==> src/rtl/mem_port_arbiter.sv <==
// Shares one single-port RAM between the fetch port and the load/store port; data wins
// until fetch has been denied STARVE_MAX times in a row. ARB_STATS_EN adds event counters.
module mem_port_arbiter #(
  parameter int unsigned ADDR_W     = 10,
  parameter int unsigned DATA_W     = 32,
  parameter int unsigned STARVE_MAX = 3
) (
  input  logic              CLK,
  input  logic              RST,
  input  logic              if_req,
  input  logic [ADDR_W-1:0] if_addr,
  output logic              if_gnt,
  output logic              if_rvalid,
  output logic [DATA_W-1:0] if_rdata,
  input  logic              d_req,
  input  logic              d_we,
  input  logic [ADDR_W-1:0] d_addr,
  input  logic [DATA_W-1:0] d_wdata,
  output logic              d_gnt,
  output logic              d_rvalid,
  output logic [DATA_W-1:0] d_rdata,
  output logic              mem_en,
  output logic              mem_we,
  output logic [ADDR_W-1:0] mem_addr,
  output logic [DATA_W-1:0] mem_wdata,
  input  logic [DATA_W-1:0] mem_rdata
`ifdef ARB_STATS_EN
  ,
  output logic [15:0]       conflict_cnt,
  output logic [7:0]        starve_evt
`endif
);

  localparam logic [3:0] StarveMax = 4'(STARVE_MAX);

  typedef enum logic [1:0] {
    OwnNone = 2'd0,
    OwnIf   = 2'd1,
    OwnD    = 2'd2
  } own_e;

  own_e       r_rd_own;
  own_e       w_rd_own_nxt;
  logic [3:0] r_starve_cnt;
  logic [3:0] w_starve_nxt;
  logic       w_if_gnt;
  logic       w_d_gnt;
  logic       w_starved;

  // Grant decision; everything is masked while reset is held.
  always_comb begin
    w_starved = (r_starve_cnt == StarveMax);
    w_if_gnt  = !RST && if_req && (!d_req || w_starved);
    w_d_gnt   = !RST && d_req && !w_if_gnt;
  end

  assign if_gnt = w_if_gnt;
  assign d_gnt  = w_d_gnt;

  always_comb begin
    w_starve_nxt = r_starve_cnt;
    if (w_if_gnt || !if_req) begin
      w_starve_nxt = 4'd0;
    end else if (w_d_gnt && !w_starved) begin
      w_starve_nxt = r_starve_cnt + 4'd1;
    end
  end

  always_ff @(posedge CLK) begin
    if (RST) begin
      r_starve_cnt <= 4'd0;
    end else begin
      r_starve_cnt <= w_starve_nxt;
    end
  end

  always_comb begin
    mem_en    = w_if_gnt || w_d_gnt;
    mem_we    = 1'b0;
    mem_addr  = '0;
    mem_wdata = '0;
    if (w_d_gnt) begin
      mem_we    = d_we;
      mem_addr  = d_addr;
      mem_wdata = d_wdata;
    end else if (w_if_gnt) begin
      mem_addr  = if_addr;
    end
  end

  // Read-owner FSM: state register, next state, outputs.
  always_ff @(posedge CLK) begin
    if (RST) begin
      r_rd_own <= OwnNone;
    end else begin
      r_rd_own <= w_rd_own_nxt;
    end
  end

  always_comb begin
    w_rd_own_nxt = OwnNone;
    if (w_if_gnt) begin
      w_rd_own_nxt = OwnIf;
    end else if (w_d_gnt && !d_we) begin
      w_rd_own_nxt = OwnD;
    end
  end

  always_comb begin
    if_rvalid = 1'b0;
    if_rdata  = '0;
    d_rvalid  = 1'b0;
    d_rdata   = '0;
    if (!RST) begin
      unique case (r_rd_own)
        OwnIf: begin
          if_rvalid = 1'b1;
          if_rdata  = mem_rdata;
        end
        OwnD: begin
          d_rvalid = 1'b1;
          d_rdata  = mem_rdata;
        end
        default: ;
      endcase
    end
  end

`ifdef ARB_STATS_EN
  logic [15:0] r_conflict_cnt;
  logic [7:0]  r_starve_evt;

  always_ff @(posedge CLK) begin
    if (RST) begin
      r_conflict_cnt <= 16'd0;
      r_starve_evt   <= 8'd0;
    end else begin
      if (if_req && d_req && (r_conflict_cnt != 16'hFFFF)) begin
        r_conflict_cnt <= r_conflict_cnt + 16'd1;
      end
      if (w_if_gnt && d_req && (r_starve_evt != 8'hFF)) begin
        r_starve_evt <= r_starve_evt + 8'd1;
      end
    end
  end

  assign conflict_cnt = r_conflict_cnt;
  assign starve_evt   = r_starve_evt;
`endif

endmodule
==> config.mk <==
export PLATFORM = sky130hd
export DESIGN_NAME = mem_port_arbiter
export DESIGN_NICKNAME = d
export VERILOG_FILES = /design/src/rtl/mem_port_arbiter.sv
export SDC_FILE = /design/constraint.sdc
export NUM_CORES = 1
export LEC_CHECK = 0
export ABC_AREA = 1
export CAP_MARGIN = 5
export CORE_AREA = 5 5 74 76
export CTS_BUF_LIST = sky130_fd_sc_hd__clkbuf_2
export CTS_CLUSTER_DIAMETER = 50
export DETAILED_ROUTE_END_ITERATION = 12
export DIE_AREA = 0 0 79 81
export DONT_BUFFER_PORTS = 1
export GPL_TIMING_DRIVEN = 0
export PLACE_DENSITY_LB_ADDON = 0.05
export SYNTH_ARGS = -nofsm -noshare
export SYNTH_HDL_FRONTEND = slang
export SYNTH_SLANG_ARGS = --single-unit
==> constraint.sdc <==
create_clock -name CLK -period 1.34 [get_ports CLK]
set_clock_uncertainty 0.2 [all_clocks]
set_input_delay 0.134 -clock CLK [delete_from_list [all_inputs] [get_ports CLK]]
set_output_delay 0.134 -clock CLK [all_outputs]
set_load 0.05 [all_outputs]
==> flow_metrics.tcl <==
set metrics [dict create \
    viasPerCell 4.50 \
    p_leak_nw 1.11 \
    dpl_cell_area_um2 2040 \
    clkLatencyLatePin_ps 230 \
    worst_pin_slew_ps 356 \
    grt_pass1_wl_um 7470 \
    route.detailed.drc 0 \
    grt_overflow 0 \
    root_buffer "clkbuf_2" \
    ys_warn_count 0 \
    grt_pass1_vias 1454 \
    fin_nets 371 \
    critPathArrivalTime_ps 1500 \
    drt_iter0_drc 18 \
    setup_viol 112 \
    syn_area_per_cell_um2 4.72 \
    die_h_um 81 \
    setup_slack_ps -497 \
    initial_core_util_pct 25.1 \
    crit_path_end_kind "output pin" \
    track_usage_pct 14.4 \
    io-pin-count 201 \
    maxSlewHeadroom_pct 76.2 \
    area_growth_syn_to_layout_pct 122 \
    cts_tree "done" \
    r2r_slack_ps 90 \
    numPortBuffers 0 \
    die_area_um2 6400 \
    dr.pass1.iters 4 \
    synth-seq-cells 6 \
    cp_slowest_cell "dfxtp_2" \
    maxSlewViolCount 0 \
    rsz0062_at_grt "yes" \
    clock_path_buffers 2 \
    clkSinkCount 6 \
    period_share_pct 137 \
    rows 25 \
    stdcell_count 333 \
    ys_types 18 \
    setup.worst_path.class "flip-flop to output pin" \
    critPathMaxStageDelay_ps 330 \
    p_total_mw 1.16 \
    hold_ws_ps 32.4 \
    min_period_ps 1840 \
    die_x_um 79 \
    antenna_found_initial 0 \
    wire_per_inst_um 16.3 \
    netlist_instances 248 \
    crit_family "simple AND/OR/NAND/NOR gates" \
    fin_area_um2 2600 \
    syn_nets 338 \
    drive_above_1_share_pct 61.6 \
    min-delay-path-class "input pin to flip-flop" \
    max_freq_ghz 0.544 \
    ant_nets 0 \
    antenna_cells 0 \
    core_area_um2 4660 \
    crit_path_frequent_cell "nand2_4" \
    routed_wl_um 5420 \
    start_kind "flip-flop" \
    cp_num_buf_inv 1 \
    cts_buffers 3 \
    dp_hpwl_um 4240 \
    routabilityCongestion 0.707 \
    grt_start_max_net_pins 11 \
    htreeDepth 1 \
    via_count 1499 \
    worstPathRequired_ps 1010 \
    status "complete, but fails checks" \
    cap_violations 0 \
    violations "setup timing" \
    dp_cells 302 \
    cp_cell_sequence "ha_4 > nand2_4 > nand2_2 > nand2_4 > nand2_8 > buf_12 > nor2_4" \
    yosysSeqAreaShare_pct 10.3 \
    max-vdd-ir-drop_mv 0.396 \
    powerDensity_nw_per_um2 448 \
    netlist_area_um2 1170 \
    hold_viol 0 \
    clk_pin_slew_ps 50 \
    crit_fanout 10 \
    pre_cts_slack_ps -380 \
]
worst reg2reg max path, cell delays in order, from the launching register on:
cell     delay (ps)
dfxtp_2         330
ha_4            160
nand2_4          60
buf_4           100
nand3_1         150
a21oi_1         170
path summary, 6_finish.rpt:
| path | startpoint | end | depth (start not counted) |
|---|---|---|---|
| max | r_starve_cnt[0]$_SDFFE_PP0P_ | mem_wdata[17] | 7 |
| min | d_req | r_starve_cnt[3]$_SDFFE_PP0P_ | 4 |
| max reg2reg | r_starve_cnt[0]$_SDFFE_PP0P_ | r_starve_cnt[3]$_SDFFE_PP0P_ | 5 |
| min reg2reg | r_starve_cnt[3]$_SDFFE_PP0P_ | r_starve_cnt[3]$_SDFFE_PP0P_ | 2 |
cell type report:
| type | count | area (µm²) |
|---|---|---|
| Fill cell | 439 | 2060 |
| Multi-Input combinational cell | 155 | 1530 |
| Timing Repair Buffer | 32 | 439 |
| Inverter | 75 | 295 |
| Sequential cell | 6 | 129 |
| Buffer | 8 | 126 |
| Tap cell | 54 | 67.6 |
| Clock buffer | 3 | 15.0 |
per-stage QoR:
stage | setup TNS [ps] | util [%]
after floorplan | -11830 | -
after global placement | -22400 | 43.8
after detailed placement | -23450 | 43.8
after CTS | -48500 | 56.2
after global routing | -50280 | 55.8
final | -42650 | 55.8
synthesized netlist by cell type:
master | n | area share [%]
nand2_4 | 2 | 1.9
a21boi_0 | 1 | 0.64
nand2_2 | 4 | 2.1
o21ai_0 | 1 | 0.43
ha_1 | 1 | 1.1
buf_4 | 1 | 0.64
buf_6 | 4 | 3.8
nor2_1 | 92 | 30
inv_1 | 74 | 24
a21boi_2 | 1 | 0.96
nand2_1 | 25 | 8.0
nor2_2 | 13 | 7.0
dfxtp_1 | 6 | 10
inv_2 | 1 | 0.32
or2_2 | 1 | 0.54
buf_2 | 7 | 3.0
a21oi_1 | 2 | 0.86
nand3_1 | 12 | 5.1
where the power goes:
| group | total [mW] | switching, mW | leakage (nW) | internal [mW] |
|---|---|---|---|---|
| clock | 0.128 | 0.0677 | 0.0125 | 0.0606 |
| combinational | 0.850 | 0.645 | 1.04 | 0.205 |
| sequential | 0.186 | 0.00431 | 0.0513 | 0.182 |
| total | 1.16 | 0.717 | 1.11 | 0.447 |
placed cells by master (no fill, tap or decap):
cell type / Yosys / layout
nand2_8: 0 / 2
inv_2: 1 / 1
clkinvlp_4: 0 / 3
clkbuf_2: 0 / 3
nand2_2: 4 / 3
buf_12: 0 / 12
dfxtp_1: 6 / 1
buf_2: 7 / 1
nor2_2: 13 / 2
a21boi_0: 1 / 1
buf_4: 1 / 8
clkbuf_4: 0 / 1
dfxtp_4: 0 / 1
clkbuf_16: 0 / 1
buf_8: 0 / 2
a21boi_2: 1 / 1
o21ai_0: 1 / 1
dfxtp_2: 0 / 4
nand3_1: 12 / 11
buf_6: 4 / 10
inv_4: 0 / 1
nand2_1: 25 / 13
inv_1: 74 / 70
dlygate4sd3_1: 0 / 3
ha_4: 0 / 1
or2_2: 1 / 1
a21oi_1: 2 / 2
nand3_4: 0 / 1
nor2_4: 0 / 98
nor2_1: 92 / 5
nand2_4: 2 / 13
buf_16: 0 / 2
state kept, by name, indices dropped and copies added, names as in the netlist:
register / count
r_starve_cnt: 4
r_rd_own: 2
cells by family (layout without fill, tap and decap cells):
family	count (synthesis)	count (layout)	share of synthesized area (%)
compound gates	5	5	2.89
fa+ha+maj	1	1	1.07
buf+inv	87	118	31.6
flops	6	6	10.3
simple gates	149	149	54.2
per-layer routing:
| layer | GRT usage (%) | vias to the layer above | part of all wire [%] |
|---|---|---|---|
| li1 | - | 745 | - |
| met1 | 15.7 | 658 | 32 |
| met2 | 28.7 | 96 | 59 |
| met3 | 4.21 | 0 | 9.1 |
| met4 | 0.515 | 0 | 0 |
| met5 | 0 | - | 0 |
timing repair:
| item | in CTS | in global routing |
|---|---|---|
| hold endpoints to repair | 6 | 0 |
| gates cloned | 6 | 2 |
| pin swaps | 24 | 23 |
| buffers inserted | 16 | 13 |
| hold buffers | 3 | 0 |
| gates resized for setup | 55 | 19 |
| setup endpoints to repair | 112 | 113 |
(Power assumes the default switching activity.)
